[src/rtl/alarm_button_controller.sv]
// Adjust-mode controller for the alarm clock: arbitrates button press pulses,
// walks the set-field state machine, issues inc/dec strobes and times out to NORMAL.
module alarm_button_controller #(
    parameter int TIMEOUT_S = 10
) (
    input  logic       clk,
    input  logic       rst,
    input  logic       btnC_p,
    input  logic       btnU_p,
    input  logic       btnD_p,
    input  logic       btnL_p,
    input  logic       btnR_p,
    input  logic       tick_1hz,
    output logic       adjust_mode,
    output logic [1:0] field_sel,
    output logic       inc_p,
    output logic       dec_p,
    output logic       alarm_en
);

    // Bit 2 marks a SET state; bits [1:0] are the field that state adjusts.
    typedef enum logic [2:0] {
        NORMAL = 3'b000,
        SET_CH = 3'b100,
        SET_CM = 3'b101,
        SET_AH = 3'b110,
        SET_AM = 3'b111
    } state_e;

    typedef enum logic [2:0] {
        BTN_NONE,
        BTN_C,
        BTN_R,
        BTN_L,
        BTN_U,
        BTN_D
    } btn_e;

    localparam logic [7:0] TIMEOUT_LIM = 8'(TIMEOUT_S);

    state_e     state_q, state_d;
    logic [1:0] field_q, field_d;
    logic [7:0] idle_q, idle_d;
    logic       inc_q, inc_d;
    logic       dec_q, dec_d;
    logic       alarm_q, alarm_d;
    btn_e       btn;

    // Fixed priority C > R > L > U > D; losers in the same cycle are dropped.
    always_comb begin
        if (btnC_p)      btn = BTN_C;
        else if (btnR_p) btn = BTN_R;
        else if (btnL_p) btn = BTN_L;
        else if (btnU_p) btn = BTN_U;
        else if (btnD_p) btn = BTN_D;
        else             btn = BTN_NONE;
    end

    // NOTE: every signal gets a default before the case so no latch is inferred.
    always_comb begin
        state_d = state_q;
        idle_d  = idle_q;
        inc_d   = 1'b0;
        dec_d   = 1'b0;
        alarm_d = alarm_q;

        if (state_q == NORMAL) begin
            idle_d = 8'd0;
            case (btn)
                BTN_C:   state_d = SET_CH;
                BTN_U:   alarm_d = ~alarm_q;
                default: ;
            endcase
        end else begin
            // Any accepted press restarts the idle window and swallows a same-cycle tick.
            idle_d = 8'd0;
            case (btn)
                BTN_C:   state_d = NORMAL;
                BTN_R:   state_d = state_e'({1'b1, state_q[1:0] + 2'd1});
                BTN_L:   state_d = state_e'({1'b1, state_q[1:0] - 2'd1});
                BTN_U:   inc_d   = 1'b1;
                BTN_D:   dec_d   = 1'b1;
                default: begin
                    idle_d = idle_q;
                    if (tick_1hz) begin
                        if (idle_q + 8'd1 == TIMEOUT_LIM) begin
                            state_d = NORMAL;
                            idle_d  = 8'd0;
                        end else begin
                            idle_d = idle_q + 8'd1;
                        end
                    end
                end
            endcase
        end

        // The selected field is held while in NORMAL.
        field_d = (state_d == NORMAL) ? field_q : state_d[1:0];
    end

    // NOTE: sequential state uses non-blocking assignments so all registers update together.
    always_ff @(posedge clk) begin
        if (rst) begin
            state_q <= NORMAL;
            field_q <= 2'd0;
            idle_q  <= 8'd0;
            inc_q   <= 1'b0;
            dec_q   <= 1'b0;
            alarm_q <= 1'b0;
        end else begin
            state_q <= state_d;
            field_q <= field_d;
            idle_q  <= idle_d;
            inc_q   <= inc_d;
            dec_q   <= dec_d;
            alarm_q <= alarm_d;
        end
    end

    assign adjust_mode = state_q[2];
    assign field_sel   = field_q;
    assign inc_p       = inc_q;
    assign dec_p       = dec_q;
    assign alarm_en    = alarm_q;

endmodule
[config.mk]
export PLATFORM = sky130hd
export DESIGN_NAME = alarm_button_controller
export DESIGN_NICKNAME = d
export VERILOG_FILES = /design/src/rtl/alarm_button_controller.sv
export SDC_FILE = /design/constraint.sdc
export NUM_CORES = 1
export LEC_CHECK = 0
export ABC_AREA = 0
export BUFFER_PORTS_ARGS = -buffer_cell sky130_fd_sc_hd__buf_2
export CAP_MARGIN = 15
export CORE_MARGIN = 10
export CORE_UTILIZATION = 25
export DETAILED_ROUTE_END_ITERATION = 16
export GPL_TIMING_DRIVEN = 0
export MAX_ROUTING_LAYER = met4
export PLACE_DENSITY = 0.5
export SLEW_MARGIN = 20
export SYNTH_ARGS = -nofsm -noshare
export SYNTH_HDL_FRONTEND = slang
export SYNTH_SLANG_ARGS = --single-unit
[constraint.sdc]
create_clock -name clk -period 2.7 [get_ports clk]
set_clock_uncertainty 0.15 [all_clocks]
set_input_delay 0.405 -clock clk [delete_from_list [all_inputs] [get_ports clk]]
set_output_delay 0.405 -clock clk [all_outputs]
set_load 0.005 [all_outputs]
Word level (Yosys, flattened, before mapping)
Cells that the tools add are included.
{ "word_totals": {"ff_bits": 16, "in_bits": 8, "out_inout_bits": 6, "word_cells": 35} }
{ "op_classes": {"add_sub_neg": 3, "eq_ne": 6, "n_mux": 13, "bitwise_logic": 1, "n_reduce_logical": 6} }
{ "ops": {"columns": ["cell", "n"], "rows": [
  ["$mux W3", 9],
  ["$pmux W3 S4", 1],
  ["$add A8 B1 Y8 const B", 1],
  ["$eq A8 B4 Y1 const B", 1],
  ["$mux W8", 1],
  ["$reduce_or A7 Y1", 1],
  ["$eq A3 B2 Y1 const B", 2],
  ["$eq A3 B3 Y1 const B", 2],
  ["$logic_not A3 Y1", 2],
  ["$reduce_or A2 Y1", 2],
  ["$eq A3 B1 Y1 const B", 1],
  ["$add A2 B1 Y2 const B", 1],
  ["$mux W1", 2],
  ["$reduce_and A2 Y1", 1],
  ["$sub A2 B1 Y2 const B", 1],
  ["$not A1 Y1", 1]
]} }

Longest topological paths before layout
Gate-level depths: netlist of run 1.
{ "depth": {"ltp_word": 10, "depth_mapped": 8, "ltp_nobuf": 8} }

Least setup slack after synthesis of run 1
No wires, ideal clock.
{ "synth_path": {"path_kind": "register to register", "from": "register idle_q[0]", "to": "register idle_q[3]", "setup_ns": 0.071, "t_arrival_ns": 1.741, "t_required_ns": 2.479, "path_slack_ns": 0.738, "stages_incl_launch_ff": 8, "synth_period_minus_slack_ns": 1.962, "path_cell_list": "dfxtp_1 ha_1 and3_1 a32oi_1 a21oi_1 nand2b_1 or3b_1 a21oi_1"} }
{ "synth_between": {"elab_chain_cells": 3} }
{ "synth_lines": {"columns": ["element", "line_no", "source"], "rows": [
  ["start: declaration", "43", "logic [7:0] idle_q, idle_d;"],
  ["start signal: assignment", "113", "idle_q <= idle_d;"],
  ["$add A8 B1 Y8 *", "86, 90", null],
  ["$eq A8 B4 Y1", "86", "if (idle_q + 8'd1 == TIMEOUT_LIM) begin"],
  ["$mux W8 *", "86", null]
]} }
Every way passes the cells marked *; elsewhere a longest branch is shown, timed or not.
A chain may end at the register's enable or synchronous reset.

Worst setup path after layout of run 1
Same ends and word-level chain as after synthesis.

==> results of run 1 <==
-- power breakdown --
part	total, uW	internal [uW]	switching (uW)	leakage [uW]
Sequential	249	242	6.53	0.000129
Combinational	59.9	28.4	31.5	0.000242
Clock	159	82.1	76.5	0.0000210
Total	468	353	115	0.000393
-- cells in the final DEF, fill, tap and decap left out, types with 4 or more instances in the layout --
| cell | Yosys | layout |
|---|---|---|
| dfxtp_1 | 16 | 16 |
| o21ai_0 | 4 | 4 |
| buf_2 | 1 | 13 |
| nand2_1 | 7 | 7 |
| nor2_1 | 13 | 13 |
| xor2_1 | 6 | 6 |
-- stage by stage --
step                setup slack, ns  instances  hold slack [ns]  util [%]  area, um^2
floorplan                     0.738         99            0.313         -         866
global placement              0.568        157            0.315      29.5         983
detailed placement            0.547        157            0.323      29.5         983
CTS                           0.524        161            0.213      30.6        1020
global route                  0.391        161            0.221      30.6        1020
finish                        0.486        161            0.226      30.6        1020
-- cells by family after synthesis --
family / Yosys count / synth area share, %
multiplexers: 4 / 4.91
adder cells (fa/ha/maj): 2 / 2.89
AND/OR/NAND/NOR: 47 / 31.5
flip-flops: 16 / 37.0
buffers and inverters: 6 / 3.61
AO/OA/AOI/OAI: 17 / 13.0
XOR/XNOR: 7 / 7.08
-- state kept, by name, indices dropped and copies added, names as in the netlist --
signal and flops:
inc_p 1, state_q 3, field_sel 2, alarm_en 1
dec_p 1, idle_q 8
-- how the worst max path moves through the flow --
stage	end	cells after the start
global placement	idle_q[3]$_SDFFE_PP0P_	7
finish	idle_q[3]$_SDFFE_PP0P_	7
detailed placement	idle_q[3]$_SDFFE_PP0P_	7
global route	idle_q[3]$_SDFFE_PP0P_	7
floorplan	idle_q[3]$_SDFFE_PP0P_	7
CTS	idle_q[3]$_SDFFE_PP0P_	7
-- layer usage --
metal,share of wire (%),up-vias
met4,1.5,0
met3,6.0,4
met1,49,331
li1,-,387
met2,43,13
met5,0,-
-- layout make-up --
class / count / area (um^2)
clock buffer: 4 / 36.3
tap: 46 / 57.6
sequential: 16 / 320
buffer: 3 / 20.0
fill: 385 / 2320
multi-input combinational: 77 / 514
timing repair buffer: 12 / 60.1
inverter: 3 / 11.3
-- critical path, stage by stage (launching register included) --
cell and delay, ns:
dfxtp_1 0.36, ha_1 0.25, and3_1 0.22, a32oi_1 0.30
a21oi_1 0.17, nand2b_1 0.19, or3b_1 0.38, a21oi_1 0.12
==> impl_metrics.env, run 1 <==
export IMPL_yosysMostFrequentCell="dfxtp_1"
export IMPL_hold_buffers=0
export IMPL_vias_per_cell=4.57
export IMPL_r2r_slack_ns=0.49
export IMPL_grtUsageTotal_pct=6.25
export IMPL_wl_um=1780
export IMPL_yosys_area_top_type_share_pct=37.0
export IMPL_cap_violations=0
export IMPL_synth_flop_cell="dfxtp_1"
export IMPL_grt_max_degree=10
export IMPL_worstMarginPinSlew_ns=0.465
export IMPL_synth_common_cells="dfxtp_1 (16), nor2_1 (13), nand2_1 (7)"
export IMPL_period_minus_slack_ns=2.21
export IMPL_tns_ns=0
export IMPL_die_x_um=78.9
export IMPL_synth_cells=99
export IMPL_max_freq_ghz=0.452
export IMPL_hold_end="alarm_en$_SDFFE_PP0P_"
export IMPL_hp_class="in2reg"
export IMPL_layout_drive_gt1_share_pct=20.9
export IMPL_rsz0062_at_grt="no"
export IMPL_dp_hpwl_um=1380
export IMPL_cts_root_buffer="clkbuf_4"
export IMPL_die_h_um=78.9
export IMPL_grtUsageMet2_pct=9.38
export IMPL_hold_violations=0
export IMPL_die_area_um2=6220
export IMPL_syn_to_final_growth_pct=17.8
export IMPL_busiest_layer="met2"
export IMPL_path_clk_slew_ns=0.10
export IMPL_setup_violations=0
export IMPL_synth_edff_count=0
export IMPL_htree_levels=1
export IMPL_cts_buffers=3
export IMPL_core_area_um2=3340
export IMPL_yosysSeqAreaShare_pct=37.0
export IMPL_first_pass_iters=2
export IMPL_synth_area_leaders="dfxtp_1 (37%), xor2_1 (6.1%), nor2_1 (5.6%)"
export IMPL_ant_nets=0
export IMPL_outcome="completed"
export IMPL_ys_warn_count=0
export IMPL_finalPower_uw=468
export IMPL_r2r_end="idle_q[3]$_SDFFE_PP0P_"
export IMPL_critical_path_class="reg2reg"
export IMPL_min_from="rst"
export IMPL_crit_start="idle_q[0]$_SDFFE_PP0P_"
export IMPL_initial_utilization_pct=25.9
export IMPL_grt_pass1_wl_um=3120
export IMPL_post_drt_wl_per_cell_um=11.1
export IMPL_syn_area_um2=866
export IMPL_power_density_nw_per_um2=459
export IMPL_arrival_ns=2.29
export IMPL_tritoncts="done"
export IMPL_grtUsageMet1_pct=6.91
export IMPL_first_global_vias=723
export IMPL_peakVddDrop_v=0.000110
export IMPL_maxSlewHeadroom_pct=68.9
export IMPL_gp_congestion=0.734
export IMPL_io_pins=14
export IMPL_antenna_cells=0
export IMPL_grt_antenna_before_repair=0
export IMPL_worstRegToRegCells=7
export IMPL_period_share_pct=82.0
export IMPL_cp_max_fo=5
export IMPL_portBuffers=12
export IMPL_synth_cell_types=38
export IMPL_overflow=0
export IMPL_cts_sinks=16
export IMPL_r2r_start="idle_q[0]$_SDFFE_PP0P_"
export IMPL_cts_resized=0
export IMPL_synth_nets=109
export IMPL_drc_errors=0
export IMPL_synth_seq_cells=16
export IMPL_holdPathStages=2
export IMPL_cp_data_required_time_ns=2.77
export IMPL_drtIter0Drc=7
export IMPL_yosys_area_top_type="dfxtp_1"
export IMPL_cp_start_kind="flop"
export IMPL_fin_nets=126
export IMPL_synthArstFlopShare_pct=0
export IMPL_vias=735
export IMPL_syn_avg_cell_area_um2=8.75
export IMPL_worst_setup_path_end_kind="flop"
export IMPL_insertion_delay_ns=0.29
export IMPL_p_leak_uw=0.000393
export IMPL_fp_row_count=21
export IMPL_cts_buffer_depth=2
export IMPL_post_cts_buffers=0
export IMPL_slew_violations=0
export IMPL_use_met3_pct=2.36
No activity file was read; power rests on OpenSTA's default activity.
==> inputs of run 2 (changes only) <==
--- a/config.mk
+++ b/config.mk
@@ -5,7 +5,7 @@
 export SDC_FILE = /design/constraint.sdc
 export NUM_CORES = 1
 export LEC_CHECK = 0
-export ABC_AREA = 0
+export ABC_AREA = 1
 export BUFFER_PORTS_ARGS = -buffer_cell sky130_fd_sc_hd__buf_2
 export CAP_MARGIN = 15
 export CORE_MARGIN = 10
@@ -13,7 +13,7 @@
 export DETAILED_ROUTE_END_ITERATION = 16
 export GPL_TIMING_DRIVEN = 0
 export MAX_ROUTING_LAYER = met4
-export PLACE_DENSITY = 0.5
+export PLACE_DENSITY = 0.49
 export SLEW_MARGIN = 20
 export SYNTH_ARGS = -nofsm -noshare
 export SYNTH_HDL_FRONTEND = slang
==> constraint.sdc (replaced) <==
create_clock -name clk -period 2.1 [get_ports clk]
set_clock_uncertainty 0.15 [all_clocks]
set_input_delay 0.315 -clock clk [delete_from_list [all_inputs] [get_ports clk]]
set_output_delay 0.315 -clock clk [all_outputs]
set_load 0.005 [all_outputs]
==> run 2 against run 1 <==
Effect of this change:
- synthesized area increased by 9.4%
- routed wire length increased by 9.0%
- clock-buffer cell count unchanged
- sequential share of layout area shrank 3.0 points
- combinational power up 41%
- critical path depth grew 6
- global-route usage grew 0.59 points
- first-iteration DRC count grew to 3.9 times the previous value
- via count increased by 20%
==> impl_metrics.env, run 2 <==
export IMPL_grtUsageMet1_pct=7.12
export IMPL_fp_row_count=22
export IMPL_power_switching_uw=166
export IMPL_die_x_um=81.6
export IMPL_cts_buffer_depth=2
export IMPL_syn_avg_cell_area_um2=6.77
export IMPL_use_met3_pct=3.06
export IMPL_die_area_um2=6650
export IMPL_intPower_uw=513
export IMPL_yosysSeqAreaShare_pct=33.8
export IMPL_busiest_layer="met2"
export IMPL_tns_ns=0
export IMPL_synth_area_leaders="dfxtp_1 (34%), nand2_1 (10%), inv_1 (9.9%)"
export IMPL_fillers=389
export IMPL_insertion_delay_ns=0.25
export IMPL_maxSlewHeadroom_pct=67.6
export IMPL_yosys_area_top_type_share_pct=33.8
export IMPL_seq_power_share_pct=46.8
export IMPL_cap_violations=0
export IMPL_final_cell_mix="nand2_1 (26), inv_1 (25), nor2_1 (18), dfxtp_1 (14), buf_2 (13)"
export IMPL_dp_hpwl_um=1580
export IMPL_first_pass_iters=4
export IMPL_yosysMostFrequentCell="nand2_1"
export IMPL_htree_levels=1
export IMPL_tritoncts="done"
export IMPL_path_clk_slew_ns=0.06
export IMPL_post_cts_buffers=0
export IMPL_ant_nets=0
export IMPL_overflow=0
export IMPL_layout_commonest_cell="nand2_1"
export IMPL_synth_flop_cell="dfxtp_1"
export IMPL_power_share_switching_pct=24.5
export IMPL_period_share_pct=89.6
export IMPL_clockPowerShare_pct=40.8
export IMPL_hp_class="in2reg"
export IMPL_largest_reg_flops=8
export IMPL_power_density_nw_per_um2=598
export IMPL_grtUsageTotal_pct=6.83
export IMPL_worst_setup_path_end_kind="flop"
export IMPL_cts_buffers=3
export IMPL_cts_root_buffer="clkbuf_8"
export IMPL_synthArstFlopShare_pct=0
export IMPL_critical_path_class="reg2reg"
export IMPL_io_pins=14
export IMPL_fin_nets=168
export IMPL_core_area_um2=3660
export IMPL_synth_seq_cells=16
export IMPL_vias_per_cell=4.31
export IMPL_fin_util_pct=31.0
export IMPL_grt_max_degree=11
export IMPL_yosys_area_top_type="dfxtp_1"
export IMPL_crit_start="idle_q[0]$_SDFFE_PP0P_"
export IMPL_synth_common_cells="nand2_1 (26), inv_1 (25), nor2_1 (18)"
export IMPL_p_leak_uw=0.000494
export IMPL_rsz0062_at_grt="no"
export IMPL_cp_max_fo=6
export IMPL_synth_cells=140
export IMPL_max_freq_ghz=0.532
export IMPL_post_drt_wl_per_cell_um=9.47
export IMPL_initial_utilization_pct=25.9
export IMPL_peakVddDrop_v=0.000270
export IMPL_grt_antenna_before_repair=0
export IMPL_period_minus_slack_ns=1.88
export IMPL_die_h_um=81.6
export IMPL_outcome="completed"
export IMPL_drtIter0Drc=27
export IMPL_grtUsageMet2_pct=10.9
export IMPL_setup_violations=0
export IMPL_hold_violations=0
export IMPL_p_comb_share_pct=12.4
export IMPL_ys_warn_count=0
export IMPL_min_from="rst"
export IMPL_syn_area_um2=947
export IMPL_slew_violations=0
export IMPL_vias=883
export IMPL_cp_start_kind="flop"
export IMPL_syn_to_final_growth_pct=19.9
export IMPL_synth_edff_count=0
export IMPL_worstMarginPinSlew_ns=0.481
export IMPL_cp_data_required_time_ns=2.15
export IMPL_gp_congestion=0.820
export IMPL_first_global_vias=838
export IMPL_arrival_ns=1.93
export IMPL_drc_errors=0
export IMPL_synth_cell_types=28
export IMPL_antenna_cells=0
export IMPL_layout_drive_gt1_share_pct=24.2
export IMPL_hold_buffers=0
export IMPL_portBuffers=13
export IMPL_holdWs_ns=0.122
export IMPL_synth_nets=150
export IMPL_grt_pass1_wl_um=3440
export IMPL_cts_sinks=16
export IMPL_wl_um=1940
export IMPL_largest_register="idle_q"
export IMPL_r2r_start="idle_q[0]$_SDFFE_PP0P_"
[run 2: changes by cell type after synthesis, moves of 4 or more]
| cell | delta |
|---|---|
| xor2_1 | -5 |
| nand2_2 | +6 |
| nor2_1 | +5 |
| a21oi_1 | +4 |
| nand2_1 | +19 |
| inv_1 | +22 |
| nand3_1 | +4 |
[run 2: worst paths after layout]
path / end / cells after the start / slack (ns)
max: field_sel[1]$_SDFFE_PP0P_ / 13 / 0.22
max reg2reg: field_sel[1]$_SDFFE_PP0P_ / 13 / 0.22
min: alarm_en$_SDFFE_PP0P_ / 2 / 0.12
min reg2reg: idle_q[0]$_SDFFE_PP0P_ / 1 / 0.35
[run 2: stage by stage]
step,cells,worst slack (ns),cell area (um^2),power (uW)
global placement,201,0.158,1070,409
global route,205,0.00985,1140,727
detailed placement,201,0.113,1070,410
CTS,205,0.0869,1130,698
finish,205,0.219,1140,679
floorplan,140,0.340,947,383
[run 2: final cells by class]
class | count | area, um^2 | share of cell area, %
buffer | 1 | 3.75 | 0.330
inverter | 29 | 109 | 9.58
tap | 48 | 60.1 | 5.29
timing repair buffer | 13 | 65.1 | 5.73
clock buffer | 4 | 55.1 | 4.85
multi-input combinational | 94 | 520 | 45.8
sequential | 16 | 323 | 28.4
[run 2: critical path, cell delays in order, from the launching register on]
cell	delay, ns
dfxtp_2	0.38
ha_2	0.20
nand2_2	0.09
inv_2	0.09
nand3_1	0.08
nand2_1	0.11
nand2_2	0.07
nor2_4	0.08
nand3_2	0.12
a21oi_2	0.19
nand2_1	0.08
nand2_1	0.08
nand3_1	0.07
nand2_1	0.06
[run 2: cells by family after synthesis]
group	count (synthesis)	share of synthesized area (%)
compound gates	24	16.9
xor+xnor	2	1.85
fa+ha+maj	2	2.64
buf+inv	30	11.9
flops	16	33.8
simple gates	66	32.9
[run 2: per-layer routing]
metal,vias up,share of wire (%),wire (um)
met4,0,1.4,27
li1,471,-,-
met1,386,45,876
met5,-,0,0
met3,4,8.0,156
met2,22,45,879
[run 2: repair_timing]
| item | CTS | global route |
|---|---|---|
| gates resized for setup | 0 | 5 |
| setup endpoints to repair | 0 | 3 |
| hold endpoints to repair | 0 | 0 |
[run 2: power by group through the flow]
stage | Sequential [uW] | Clock, uW | Combinational [uW]
6_report | 318 | 277 | 84.4
3_3_place_gp | 325 | 0 | 84.9
4_1_cts | 318 | 294 | 86.0
5_1_grt | 319 | 312 | 96.4
2_1_floorplan | 325 | 0 | 57.6
3_5_place_dp | 325 | 0 | 85.7
==> inputs of run 3 (changes only) <==
==> constraint.sdc (replaced) <==
create_clock -name clk -period 2.3 [get_ports clk]
set_clock_uncertainty 0.15 [all_clocks]
set_input_delay 0.345 -clock clk [delete_from_list [all_inputs] [get_ports clk]]
set_output_delay 0.345 -clock clk [all_outputs]
set_load 0.005 [all_outputs]
==> run 3 against run 2 <==
Effect of this change:
- routed wire length is 0.21% higher
- register-to-register slack better by 0.10 ns
- non-clock buffer count unchanged
- die area stayed put
- first-iteration DRC count rose by 11%
- critical path type unchanged
==> impl_metrics.env, run 3 (same netlist as run 2, synthesis figures left out) <==
export IMPL_outcome="completed"
export IMPL_cts_buffers=3
export IMPL_max_freq_ghz=0.505
export IMPL_fin_util_pct=30.8
export IMPL_cp_start_kind="flop"
export IMPL_antenna_cells=0
export IMPL_initial_utilization_pct=25.9
export IMPL_worstPathCellList="ha_1 -> nand2_2 -> clkinv_1 -> nand3_1 -> nand2_1 -> inv_2 -> nand2_2 -> nor2_4 -> nand3_2 -> a21oi_2 -> nand2_1 -> nand2_1 -> nand3_1 -> nand2_1"
export IMPL_cts_sinks=16
export IMPL_crit_family="simple AND/OR/NAND/NOR gates"
export IMPL_tns_ns=0
export IMPL_insertion_delay_ns=0.25
export IMPL_gp_congestion=0.820
export IMPL_worstMarginPinSlew_ns=0.481
export IMPL_cts_buffer_depth=2
export IMPL_period_minus_slack_ns=1.98
export IMPL_dp_hpwl_um=1580
export IMPL_overflow=0
export IMPL_die_area_um2=6650
export IMPL_largest_register="idle_q"
export IMPL_intPower_uw=468
export IMPL_worst_setup_path_end_kind="flop"
export IMPL_grt_antenna_before_repair=0
export IMPL_maxSlewHeadroom_pct=67.6
export IMPL_final_cell_mix="nand2_1 (26), inv_1 (25), nor2_1 (18), dfxtp_1 (16), buf_2 (13)"
export IMPL_p_leak_uw=0.000491
export IMPL_grtUsageTotal_pct=6.83
export IMPL_layout_drive_gt1_share_pct=21.0
export IMPL_ant_nets=0
export IMPL_cts_resized=0
export IMPL_drtIter0Drc=30
export IMPL_seq_power_share_pct=46.8
export IMPL_die_h_um=81.6
export IMPL_cp_max_fo=6
export IMPL_tritoncts="done"
export IMPL_cp_data_required_time_ns=2.35
export IMPL_largest_reg_flops=8
export IMPL_hold_buffers=0
export IMPL_critical_path_slowest_cell="dfxtp_1"
export IMPL_drc_errors=0
export IMPL_hold_violations=0
export IMPL_power_switching_uw=152
export IMPL_vias=888
export IMPL_power_share_switching_pct=24.5
export IMPL_critPathBufInv=2
export IMPL_post_drt_wl_per_cell_um=9.49
export IMPL_grt_pass1_wl_um=3440
export IMPL_portBuffers=13
export IMPL_post_cts_buffers=0
export IMPL_cts_root_buffer="clkbuf_8"
export IMPL_cap_violations=0
export IMPL_die_x_um=81.6
export IMPL_htree_levels=1
export IMPL_vias_per_cell=4.33
export IMPL_peakVddDrop_v=0.000247
export IMPL_grt_max_degree=11
export IMPL_rsz0062_at_grt="no"
export IMPL_p_comb_share_pct=12.5
export IMPL_arrival_ns=2.03
export IMPL_clockPowerShare_pct=40.8
export IMPL_hp_class="in2reg"
export IMPL_critPathMaxStageDelay_ns=0.37
export IMPL_layout_commonest_cell="nand2_1"
export IMPL_fillers=389
export IMPL_wl_um=1950
export IMPL_setup_violations=0
export IMPL_path_clk_slew_ns=0.06
export IMPL_period_share_pct=86.2
export IMPL_critical_path_class="reg2reg"
export IMPL_io_pins=14
export IMPL_path_common_cell="nand2_1"
export IMPL_syn_to_final_growth_pct=19.0
export IMPL_first_pass_iters=4
export IMPL_slew_violations=0
export IMPL_fp_row_count=22
export IMPL_core_area_um2=3660
export IMPL_fin_nets=168
export IMPL_first_global_vias=838
export IMPL_power_density_nw_per_um2=550
[run 3: power by group through the flow]
stage / Combinational (uW) / Sequential [uW] / Clock, uW
final: 77.2 / 290 / 253
after global routing: 88.0 / 291 / 285
after CTS: 78.5 / 290 / 269
after floorplan: 52.6 / 297 / 0
after global placement: 77.5 / 296 / 0
after detailed placement: 78.2 / 296 / 0
[run 3: final cells by class]
class                      count  area [um^2]  share of cell area (%)
buffer                         1         3.75                   0.333
clock buffer                   4         55.1                    4.88
inverter                      29          109                    9.66
multi-input combinational     94          514                    45.6
sequential                    16          320                    28.4
tap                           48         60.1                    5.33
timing repair buffer          13         65.1                    5.77
[run 3: path summary, 6_finish.rpt]
kind / from / endpoint / slack (ns) / depth (start not counted)
setup reg to reg: idle_q[0]$_SDFFE_PP0P_ / field_sel[1]$_SDFFE_PP0P_ / 0.32 / 14
hold / removal: rst / alarm_en$_SDFFE_PP0P_ / 0.15 / 2
hold reg to reg: idle_q[7]$_SDFFE_PP0P_ / idle_q[7]$_SDFFE_PP0P_ / 0.36 / 2
setup / recovery: idle_q[0]$_SDFFE_PP0P_ / field_sel[1]$_SDFFE_PP0P_ / 0.32 / 14
[run 3: stage by stage]
stage                     area (um^2)  hold WS, ns  cells  power (uW)  setup WS, ns
final                            1130        0.153    205         620         0.318
after global routing             1130        0.158    205         664         0.101
after CTS                        1130        0.142    205         637         0.287
after detailed placement         1070        0.342    201         375         0.313
after global placement           1070        0.336    201         374         0.358
after floorplan                   947        0.267    140         349         0.540
[run 3: per-layer routing]
| metal | global-route usage, % | routed length [um] | vias to the layer above |
|---|---|---|---|
| met3 | 3.06 | 157 | 4 |
| met5 | - | 0 | - |
| met1 | 7.12 | 878 | 391 |
| met4 | 3.11 | 27 | 0 |
| met2 | 10.9 | 881 | 22 |
| li1 | - | - | 471 |
